`src/rtl/rpn_pkg.sv`:
```
// rpn_pkg: opcode constants, FSM state encoding and flag indices shared by the RPN core.
package rpn_pkg;
   localparam logic [3:0] OP_ADD  = 4'd0;
   localparam logic [3:0] OP_SUB  = 4'd1;
   localparam logic [3:0] OP_AND  = 4'd2;
   localparam logic [3:0] OP_OR   = 4'd3;
   localparam logic [3:0] OP_XOR  = 4'd4;
   localparam logic [3:0] OP_NOT  = 4'd5;
   localparam logic [3:0] OP_DUP  = 4'd6;
   localparam logic [3:0] OP_SWAP = 4'd7;
   localparam logic [3:0] OP_DROP = 4'd8;
   localparam logic [3:0] OP_MUL  = 4'd9;

   typedef enum logic [1:0] {OCIOSO, EXEC, MULT} estado_t;

   localparam int FLAG_ZERO     = 0;
   localparam int FLAG_CARRY    = 1;
   localparam int FLAG_OVERFLOW = 2;
   localparam int FLAG_ERRO     = 3;

   function automatic logic eh_binaria(input logic [3:0] op);
      return op <= OP_XOR || op == OP_MUL;
   endfunction
endpackage

```
`src/rtl/ula_rpn_param.sv`:
```
// ula_rpn_param: combinational ALU for the RPN core; A is the top entry, B the one below.
module ula_rpn_param
   import rpn_pkg::*;
#(
   parameter int LARGURA = 8
) (
   input  logic [LARGURA-1:0] a,
   input  logic [LARGURA-1:0] b,
   input  logic [3:0]         op,
   output logic [LARGURA-1:0] resultado,
   output logic               zero,
   output logic               carry,
   output logic               overflow
);
   logic [LARGURA:0] soma, dif;

   assign soma = {1'b0, b} + {1'b0, a};
   assign dif  = {1'b0, b} - {1'b0, a};

   always_comb begin
      resultado = '0;
      carry     = 1'b0;
      overflow  = 1'b0;
      case (op)
         OP_ADD: begin
            resultado = soma[LARGURA-1:0];
            carry     = soma[LARGURA];
            overflow  = (a[LARGURA-1] == b[LARGURA-1]) && (soma[LARGURA-1] != b[LARGURA-1]);
         end
         OP_SUB: begin
            resultado = dif[LARGURA-1:0];
            carry     = dif[LARGURA];
            overflow  = (a[LARGURA-1] != b[LARGURA-1]) && (dif[LARGURA-1] != b[LARGURA-1]);
         end
         OP_AND:  resultado = b & a;
         OP_OR:   resultado = b | a;
         OP_XOR:  resultado = b ^ a;
         OP_NOT:  resultado = ~a;
         default: ;
      endcase
   end

   assign zero = resultado == '0;
endmodule

```
`src/rtl/nucleo_rpn_parametrizado.sv`:
```
// nucleo_rpn_parametrizado: parametrised RPN stack/ALU core with valid/ready command input.
// Define RPN_MULTIPLICADOR_EN to enable the iterative shift-add multiplier (opcode 9).
module nucleo_rpn_parametrizado
   import rpn_pkg::*;
#(
   parameter  int LARGURA      = 8,
   parameter  int PROFUNDIDADE = 4,
   localparam int LARG_CONT    = $clog2(PROFUNDIDADE + 1)
) (
   input  logic                 clk,
   input  logic                 rst,
   input  logic                 in_valid,
   output logic                 in_ready,
   input  logic                 in_eh_op,
   input  logic [LARGURA-1:0]   in_dado,
   input  logic [3:0]           in_op,
   output logic [LARGURA-1:0]   topo_a,
   output logic [LARGURA-1:0]   topo_b,
   output logic [LARGURA-1:0]   resultado,
   output logic                 res_valido,
   output logic [LARG_CONT-1:0] ocupacao,
   output logic                 pilha_vazia,
   output logic                 pilha_cheia,
   output logic                 zero,
   output logic                 overflow,
   output logic                 carry,
   output logic                 erro
);
   estado_t estado, prox;
   logic [3:0] op_r;
   logic err_r;
   logic [3:0] flags;
   logic [LARG_CONT-1:0] ocup;
   // Entry 0 is the top; entries beyond ocup are kept at zero so topo_a/topo_b read 0 when absent.
   logic [LARGURA-1:0] pilha [PROFUNDIDADE];
   logic [LARGURA-1:0] pilha_nxt [PROFUNDIDADE];
   logic aceita, cheia, tem1, tem2, op_erro, vai_mult, mult_fim;
   logic exec_ok, push_ok, dup_ok, binaria, eh_ula, encolhe;
   logic [LARGURA-1:0] r_ula, r_fin;
   logic z_ula, c_ula, v_ula, z_fin, v_fin;

   assign aceita  = in_valid && in_ready;
   assign cheia   = ocup == LARG_CONT'(PROFUNDIDADE);
   assign tem1    = ocup != '0;
   assign tem2    = ocup >= LARG_CONT'(2);
   assign exec_ok = estado == EXEC && !err_r;
   assign push_ok = aceita && !in_eh_op && !cheia;
   assign binaria = eh_binaria(op_r);
   assign eh_ula  = binaria || op_r == OP_NOT;
   assign dup_ok  = exec_ok && op_r == OP_DUP;
   assign encolhe = exec_ok && (binaria || op_r == OP_DROP);

   always_comb begin
      case (in_op)
         OP_ADD, OP_SUB, OP_AND, OP_OR, OP_XOR, OP_SWAP: op_erro = !tem2;
         OP_NOT, OP_DROP: op_erro = !tem1;
         OP_DUP:          op_erro = !tem1 || cheia;
`ifdef RPN_MULTIPLICADOR_EN
         OP_MUL:          op_erro = !tem2;
`endif
         default:         op_erro = 1'b1;
      endcase
   end

   ula_rpn_param #(.LARGURA(LARGURA)) u_ula (
      .a(pilha[0]),
      .b(pilha[1]),
      .op(op_r),
      .resultado(r_ula),
      .zero(z_ula),
      .carry(c_ula),
      .overflow(v_ula)
   );

`ifdef RPN_MULTIPLICADOR_EN
   localparam int CW = $clog2(LARGURA);
   logic [2*LARGURA-1:0] prod, mcand;
   logic [LARGURA-1:0] mplier;
   logic [CW-1:0] cnt;

   assign vai_mult = in_op == OP_MUL && !op_erro;
   assign mult_fim = cnt == CW'(LARGURA - 1);
   assign r_fin    = op_r == OP_MUL ? prod[LARGURA-1:0] : r_ula;
   assign z_fin    = op_r == OP_MUL ? prod[LARGURA-1:0] == '0 : z_ula;
   assign v_fin    = op_r == OP_MUL ? |prod[2*LARGURA-1:LARGURA] : v_ula;

   always_ff @(posedge clk or posedge rst) begin
      if (rst) begin
         prod   <= '0;
         mcand  <= '0;
         mplier <= '0;
         cnt    <= '0;
      end else if (aceita && in_eh_op) begin
         prod   <= '0;
         mcand  <= {{LARGURA{1'b0}}, pilha[0]};
         mplier <= pilha[1];
         cnt    <= '0;
      end else if (estado == MULT) begin
         prod   <= prod + (mplier[0] ? mcand : '0);
         mcand  <= mcand << 1;
         mplier <= mplier >> 1;
         cnt    <= cnt + CW'(1);
      end
   end
`else
   assign vai_mult = 1'b0;
   assign mult_fim = 1'b1;
   assign r_fin    = r_ula;
   assign z_fin    = z_ula;
   assign v_fin    = v_ula;
`endif

   always_ff @(posedge clk or posedge rst) begin
      if (rst) estado <= OCIOSO;
      else estado <= prox;
   end

   always_comb begin
      prox = estado;
      case (estado)
         OCIOSO:  if (aceita && in_eh_op) prox = vai_mult ? MULT : EXEC;
         MULT:    prox = mult_fim ? EXEC : MULT;
         default: prox = OCIOSO;
      endcase
   end

   always_comb in_ready = estado == OCIOSO;

   always_comb begin
      pilha_nxt = pilha;
      if (push_ok || dup_ok) begin
         pilha_nxt[0] = push_ok ? in_dado : pilha[0];
         for (int i = 1; i < PROFUNDIDADE; i++) pilha_nxt[i] = pilha[i-1];
      end else if (exec_ok) begin
         if (encolhe) begin
            for (int i = 0; i < PROFUNDIDADE - 1; i++) pilha_nxt[i] = pilha[i+1];
            pilha_nxt[PROFUNDIDADE-1] = '0;
         end
         if (eh_ula) pilha_nxt[0] = r_fin;
         if (op_r == OP_SWAP) begin
            pilha_nxt[0] = pilha[1];
            pilha_nxt[1] = pilha[0];
         end
      end
   end

   always_ff @(posedge clk or posedge rst) begin
      if (rst) begin
         pilha      <= '{default: '0};
         ocup       <= '0;
         flags      <= '0;
         resultado  <= '0;
         res_valido <= 1'b0;
         op_r       <= '0;
         err_r      <= 1'b0;
      end else begin
         pilha      <= pilha_nxt;
         res_valido <= exec_ok && eh_ula;
         if (aceita && in_eh_op) begin
            op_r  <= in_op;
            err_r <= op_erro;
         end
         if (aceita && !in_eh_op) flags[FLAG_ERRO] <= cheia;
         if (estado == EXEC) flags[FLAG_ERRO] <= err_r;
         if (exec_ok && eh_ula) begin
            resultado            <= r_fin;
            flags[FLAG_ZERO]     <= z_fin;
            flags[FLAG_CARRY]    <= c_ula;
            flags[FLAG_OVERFLOW] <= v_fin;
         end
         if (push_ok || dup_ok) ocup <= ocup + LARG_CONT'(1);
         else if (encolhe) ocup <= ocup - LARG_CONT'(1);
      end
   end

   assign topo_a      = pilha[0];
   assign topo_b      = pilha[1];
   assign ocupacao    = ocup;
   assign pilha_vazia = ocup == '0;
   assign pilha_cheia = cheia;
   assign zero        = flags[FLAG_ZERO];
   assign carry       = flags[FLAG_CARRY];
   assign overflow    = flags[FLAG_OVERFLOW];
   assign erro        = flags[FLAG_ERRO];
endmodule

```
`config.mk`:
```
export PLATFORM = sky130hd
export DESIGN_NAME = nucleo_rpn_parametrizado
export DESIGN_NICKNAME = d
export VERILOG_FILES = /design/src/rtl/rpn_pkg.sv /design/src/rtl/ula_rpn_param.sv /design/src/rtl/nucleo_rpn_parametrizado.sv
export SDC_FILE = /design/constraint.sdc
export NUM_CORES = 1
export LEC_CHECK = 0
export CAP_MARGIN = 5
export CORE_UTILIZATION = 42
export DETAILED_ROUTE_END_ITERATION = 8
export PLACE_DENSITY = 0.67
export RECOVER_POWER = 50
export SYNTH_ARGS = -nofsm -noshare
export SYNTH_HDL_FRONTEND = slang
export SYNTH_SLANG_ARGS = --single-unit
```
`constraint.sdc`:
```
create_clock -name clk -period 2.75 [get_ports clk]
set_clock_uncertainty 0.05 [all_clocks]
set_input_delay 0.275 -clock clk [delete_from_list [all_inputs] [get_ports clk]]
set_output_delay 0.275 -clock clk [all_outputs]
set_load 0.005 [all_outputs]
```
# --- After elaboration in Yosys (flattened, before gate mapping) ---
# Index checks and enable logic that the tools add are counted.
op_classes:
  n_addsub: 4
  mul: 0
  div_mod_pow: 0
  order_cmp: 2
  n_eq_ne: 26
  shift: 0
  muxes: 16
  bitwise: 4
  n_reduce_logical: 36
op_table:
  columns: ["operator", "count"]
  rows:
  - ["$mux W32", 3]
  - ["$pmux W8 S6", 1]
  - ["$eq A4 B3 Y1 const B", 8]
  - ["$eq A4 B2 Y1 const B", 4]
  - ["$mux W16", 1]
  - ["$mux W8", 2]
  - ["$eq A4 B4 Y1 const B", 3]
  - ["$logic_and A1 B1 Y1", 10]
  - ["$add A8 B8 Y9", 1]
  - ["$sub A8 B8 Y9", 1]
  - ["$and A8 B8 Y8", 1]
  - ["$eq A4 B1 Y1 const B", 2]
  - ["$logic_not A4 Y1", 2]
  - ["$logic_not A8 Y1", 1]
  - ["$not A8 Y8", 1]
  - ["$or A8 B8 Y8", 1]
  - ["$xor A8 B8 Y8", 1]
  - ["$mux W3", 2]
  - ["$reduce_bool A2 Y1", 3]
  - ["$reduce_bool A3 Y1", 2]
  - ["$reduce_or A6 Y1", 1]
  - ["$logic_not A1 Y1", 5]
  - ["$logic_or A1 B1 Y1", 5]
  - ["$le A4 B3 Y1 const B", 1]
  - ["other kinds (21)", 26]
word_totals:
  regBits: 55
  latch_bits: 0
  ram_bits: 0
  romBits: 0
  in_bits: 16
  elab_cells: 100
  n_memories: 0

# --- Longest topological paths before layout ---
logic_depth:
  word_depth: 9
  mapped_depth: 11
  mapped_depth_nobuf: 11

# --- Hierarchy ---
# From an unflattened synthesis, not the netlist that was laid out.
unflattened:
  cells_unflattened: 442
  area_unflattened_um2: 4186.5
by_module_without_submodules:
  columns: ["mod", "instances", "cells_per_inst", "area_each_um2"]
  rows:
  - ["nucleo_rpn_parametrizado", 1, 235, 2635.0]
  - ["ula_rpn_param", 1, 207, 1551.5]

# --- Least setup slack after synthesis ---
# OpenSTA, ideal clock, no wires.
synth_path:
  path_type: "register -> register"
  startpoint: "register pilha (netlist bit topo_a[0])"
  endpoint: "register flags[0]"
  arrival_ns: 2.264
  path_slack_ns: 0.315
  path_stages_with_launch: 10
  path_buffers: 0
  period_less_slack_ns: 2.435
  path_cell_list: "dfrtp_1 -> ha_1 -> inv_1 -> fa_1 -> nand2b_1 -> a211oi_1 -> o311a_1 -> nor3b_1 -> o31a_1 -> a32o_2"
synth_via:
  elab_chain_len: 3
  word_cells_on_any_way: 8
synth_rtl:
  columns: ["element", "line_no", "source"]
  rows:
  - ["start: declaration", "nucleo_rpn_parametrizado.sv:35", "logic [LARGURA-1:0] pilha [PROFUNDIDADE];"]
  - ["start signal: assignment", "nucleo_rpn_parametrizado.sv:157", "pilha <= pilha_nxt;"]
  - ["$sub A8 B8 Y9 (tied with other cells)", "ula_rpn_param.sv:18", "assign dif = {1'b0, b} - {1'b0, a};"]
  - ["$pmux W8 S6 (*)", "ula_rpn_param.sv:24", "case (op)"]
  - ["$logic_not A8 Y1 (*)", "ula_rpn_param.sv:43", "assign zero = resultado == '0;"]
  - ["end signal: indexed assignment", "nucleo_rpn_parametrizado.sv:163", "if (aceita && !in_eh_op) flags[FLAG_ERRO] <= cheia;"]
  - ["end signal: indexed assignment", "nucleo_rpn_parametrizado.sv:164", "if (estado == EXEC) flags[FLAG_ERRO] <= err_r;"]
  - ["end signal: indexed assignment", "nucleo_rpn_parametrizado.sv:167", "flags[FLAG_ZERO] <= z_fin;"]
  - ["end: declaration", "nucleo_rpn_parametrizado.sv:32", "logic [3:0] flags;"]
# Every way passes the cells marked *; elsewhere a longest branch is shown, timed or not.
# A chain may end at the register's enable or synchronous reset.

# --- Worst setup path in the final report ---
layout_path:
  startpoint: "register pilha (netlist bit topo_b[0])"
  endpoint: "register flags[0]"
layout_via:
  elab_chain_len: 3
  word_cells_on_any_way: 7
layout_rtl:
  columns: ["element", "line_no"]
  rows:
  - ["$sub A8 B8 Y9 (tied with other cells)", "ula_rpn_param.sv:18"]
  - ["$pmux W8 S6 (*)", "ula_rpn_param.sv:24"]
  - ["$logic_not A8 Y1 (*)", "ula_rpn_param.sv:43"]
# Marks and branches as above.

==> flow_metrics.env <==
export IMPL_die_w_um=99.4
export IMPL_period_needed_ns=2.62
export IMPL_h_tree_depth=2
export IMPL_final_area_sq_mm=0.00479
export IMPL_final_nets=555
export IMPL_drt_iter0_drc=174
export IMPL_ys_types=75
export IMPL_final_cell_mix="nand2_1 (56), dfrtp_1 (53), clkdlybuf4s50_1 (40)"
export IMPL_p_int_mw=2.73
export IMPL_crit_fanout=5
export IMPL_dpl_cell_area_sq_mm=0.00462
export IMPL_tritoncts="yes"
export IMPL_worst_pin_slew_ns=1.35
export IMPL_numCtsBuffers=5
export IMPL_timing_rr_end="flags[0]"
export IMPL_synthFlopType="dfrtp_1"
export IMPL_wl_per_cell_um=17.1
export IMPL_design_die_area_sq_mm=0.00988
export IMPL_slew_violations=0
export IMPL_r2r_cells=11
export IMPL_yosysWarningCount=0
export IMPL_seq_area_sq_mm=0.00135
export IMPL_async_reset_ff_frac=1.00
export IMPL_path_clk_slew_ns=0.11
export IMPL_slew_headroom=0.0971
export IMPL_grt_overflow=0
export IMPL_start_util=0.433
export IMPL_final_core_util=0.520
export IMPL_holdPathStages=2
export IMPL_synthCells=458
export IMPL_grt_pass1_vias=3339
export IMPL_reg2reg_slack_ns=0.13
export IMPL_syn_area_sq_mm=0.00398
export IMPL_grt_usage=0.223
export IMPL_hold_class="reg2reg"
export IMPL_drc=0
export IMPL_combPwrFrac=0.643
export IMPL_dieHeight_um=99.4
export IMPL_syn_area_per_cell_sq_um=8.70
export IMPL_port_buffers=50
export IMPL_antenna_left=0
export IMPL_routed_via_count=3510
export IMPL_totalWireLength_um=10700
export IMPL_drt_pass1_iterations=5
export IMPL_switchingPower_mw=2.23
export IMPL_multi_input_area_sq_mm=0.00232
export IMPL_p_leak_nw=2.05
export IMPL_dp_hpwl_um=7910
export IMPL_antenna_cells=0
export IMPL_status="finished clean"
export IMPL_vdd_drop_max_uv=423
export IMPL_synth_seq_cells=54
export IMPL_layout_commonest_cell="nand2_1"
export IMPL_rr_startpoint="topo_b[0]"
export IMPL_grt_pass1_wl_um=17200
export IMPL_worstSetupPathType="reg2reg"
export IMPL_power_per_cell_area_mw_per_mm2=1040
export IMPL_holdWs_ns=0.433
export IMPL_grt_setup_unrepaired="true"
export IMPL_p_clk_frac=0.097
export IMPL_fmax_mhz=382
export IMPL_cts_root_buffer="clkbuf_8"
export IMPL_final_hold_viol_count=0
export IMPL_synth_nets=501
export IMPL_worstSetupStartpointType="register"
export IMPL_p_seq_frac=0.260
export IMPL_std_cell_rows=35
export IMPL_ios=51
export IMPL_cts_sinks=54
export IMPL_cp_arrival_ns=2.82
export IMPL_grt_max_degree=55
export IMPL_finalSetupViolCount=0
export IMPL_fin_tns_setup_ns=0
export IMPL_clk_latency_ns=0.32
export IMPL_routed_via_density=5.63
export IMPL_nFillCells=877
export IMPL_max_cap_viol_count=0
export IMPL_cts_max_path_buffers=2
export IMPL_worstHoldEndpoint="resultado[7]"
export IMPL_switching_share=0.449
export IMPL_area_delta_synth_final_pct=20.2
export IMPL_synth_edf_count=0
export IMPL_layout_drive_gt1_share=0.160
export IMPL_period_share=0.952
export IMPL_holdCritStartpoint="resultado[7]"
export IMPL_antenna_found_initial=0
export IMPL_ys_seq_area_frac=0.339
export IMPL_crit_required_ns=2.96
export IMPL_core_sq_mm=0.00920
export IMPL_gp_congestion=0.932
export IMPL_crit_path_end_kind="register"
## power groups by stage
stage | clock [mW] | combinational, mW | sequential (mW)
after floorplan | 0 | 1.99 | 1.31
after global placement | 0 | 2.97 | 1.29
after detailed placement | 0 | 3.00 | 1.31
after CTS | 0.496 | 3.02 | 1.29
after global routing | 0.528 | 3.49 | 1.33
final | 0.481 | 3.19 | 1.29
## metrics by stage
step | total power [mW] | setup slack, ns | cells
4_1_cts | 4.81 | 0.00238 | 622
5_1_grt | 5.35 | -0.00198 | 624
3_3_place_gp | 4.26 | 0.106 | 614
6_report | 4.96 | 0.133 | 624
2_1_floorplan | 3.30 | 0.315 | 458
3_5_place_dp | 4.31 | 0.0310 | 614
## logic make-up (layout without fill, tap and decap cells)
kind of cell	after synthesis	count (layout)	synth area share
DFF	54	54	0.339
muxes	16	16	0.0415
adders and majority gates	27	27	0.0905
xor gates and xnor gates	8	8	0.0176
AOI/OAI and AO/OA	134	134	0.222
buffers and inverters	68	123	0.0914
and+or+nand+nor	151	151	0.198
## repair_timing
item                                    in CTS  in global routing
hold buffers                                 0                  0
endpoints found under the setup margin       0                  7
setup buffers                                0                  2
resized for setup                            0                 15
## synthesized netlist by cell type, types with 3 or more instances
cell type | instances | area share
a211oi_1 | 3 | 0.0057
a21oi_1 | 39 | 0.049
a22o_1 | 8 | 0.018
buf_2 | 12 | 0.015
buf_4 | 18 | 0.034
clkbuf_1 | 5 | 0.0047
dfrtp_1 | 54 | 0.34
fa_1 | 3 | 0.015
ha_1 | 24 | 0.075
inv_1 | 28 | 0.026
mux2_2 | 4 | 0.011
mux2i_1 | 12 | 0.030
nand2_1 | 56 | 0.053
nand2b_1 | 9 | 0.014
nand3_1 | 5 | 0.0063
nand4_1 | 3 | 0.0047
nor2_1 | 36 | 0.034
nor2b_1 | 12 | 0.019
nor3_1 | 4 | 0.0050
nor3b_1 | 5 | 0.0094
o21a_1 | 3 | 0.0057
o21ai_0 | 38 | 0.048
o221ai_1 | 3 | 0.0066
o22ai_1 | 3 | 0.0047
xnor2_1 | 5 | 0.011
xor2_1 | 3 | 0.0066
## flip-flops by register name (all words and copies together), names as in the netlist
signal	count
estado	1
topo_b	8
resultado	8
flags	4
err_r	1
topo_a	8
pilha	16
res_valido	1
op_r	4
ocupacao	3
## critical path: stages (launching register included)
cell and delay (ns):
dfrtp_1 0.43, inv_1 0.12, ha_2 0.20, inv_1 0.06, fa_1 0.40, nor2b_1 0.19
o31ai_2 0.22, o221a_2 0.23, o21a_1 0.17, nand4_1 0.11, nor3b_2 0.19, a32o_2 0.18
## per-layer routing
layer | part of all wire | wire length (um) | vias up | track usage
li1 | - | - | 1697 | -
met1 | 0.47 | 5010 | 1678 | 0.328
met2 | 0.45 | 4830 | 122 | 0.338
met3 | 0.061 | 647 | 13 | 0.0351
met4 | 0.016 | 170 | 0 | 0.0633
met5 | 0 | 0 | - | 0
## cell type report
class                           instances  area share
Inverter                               29      0.0227
Clock inverter                          3     0.00575
Sequential cell                        54       0.283
Tap cell                              111      0.0290
Timing Repair Buffer                   86       0.161
Clock buffer                            5      0.0144
Multi-Input combinational cell        336       0.485
## how the worst max path moves through the flow
stage                          from        end
after global placement    topo_b[0]  topo_a[6]
final                     topo_b[0]   flags[0]
after CTS                 topo_b[0]  topo_a[6]
after floorplan           topo_a[0]   flags[0]
after global routing      topo_b[0]   flags[0]
after detailed placement  topo_b[0]  topo_a[6]
(Power assumes the default switching activity.)
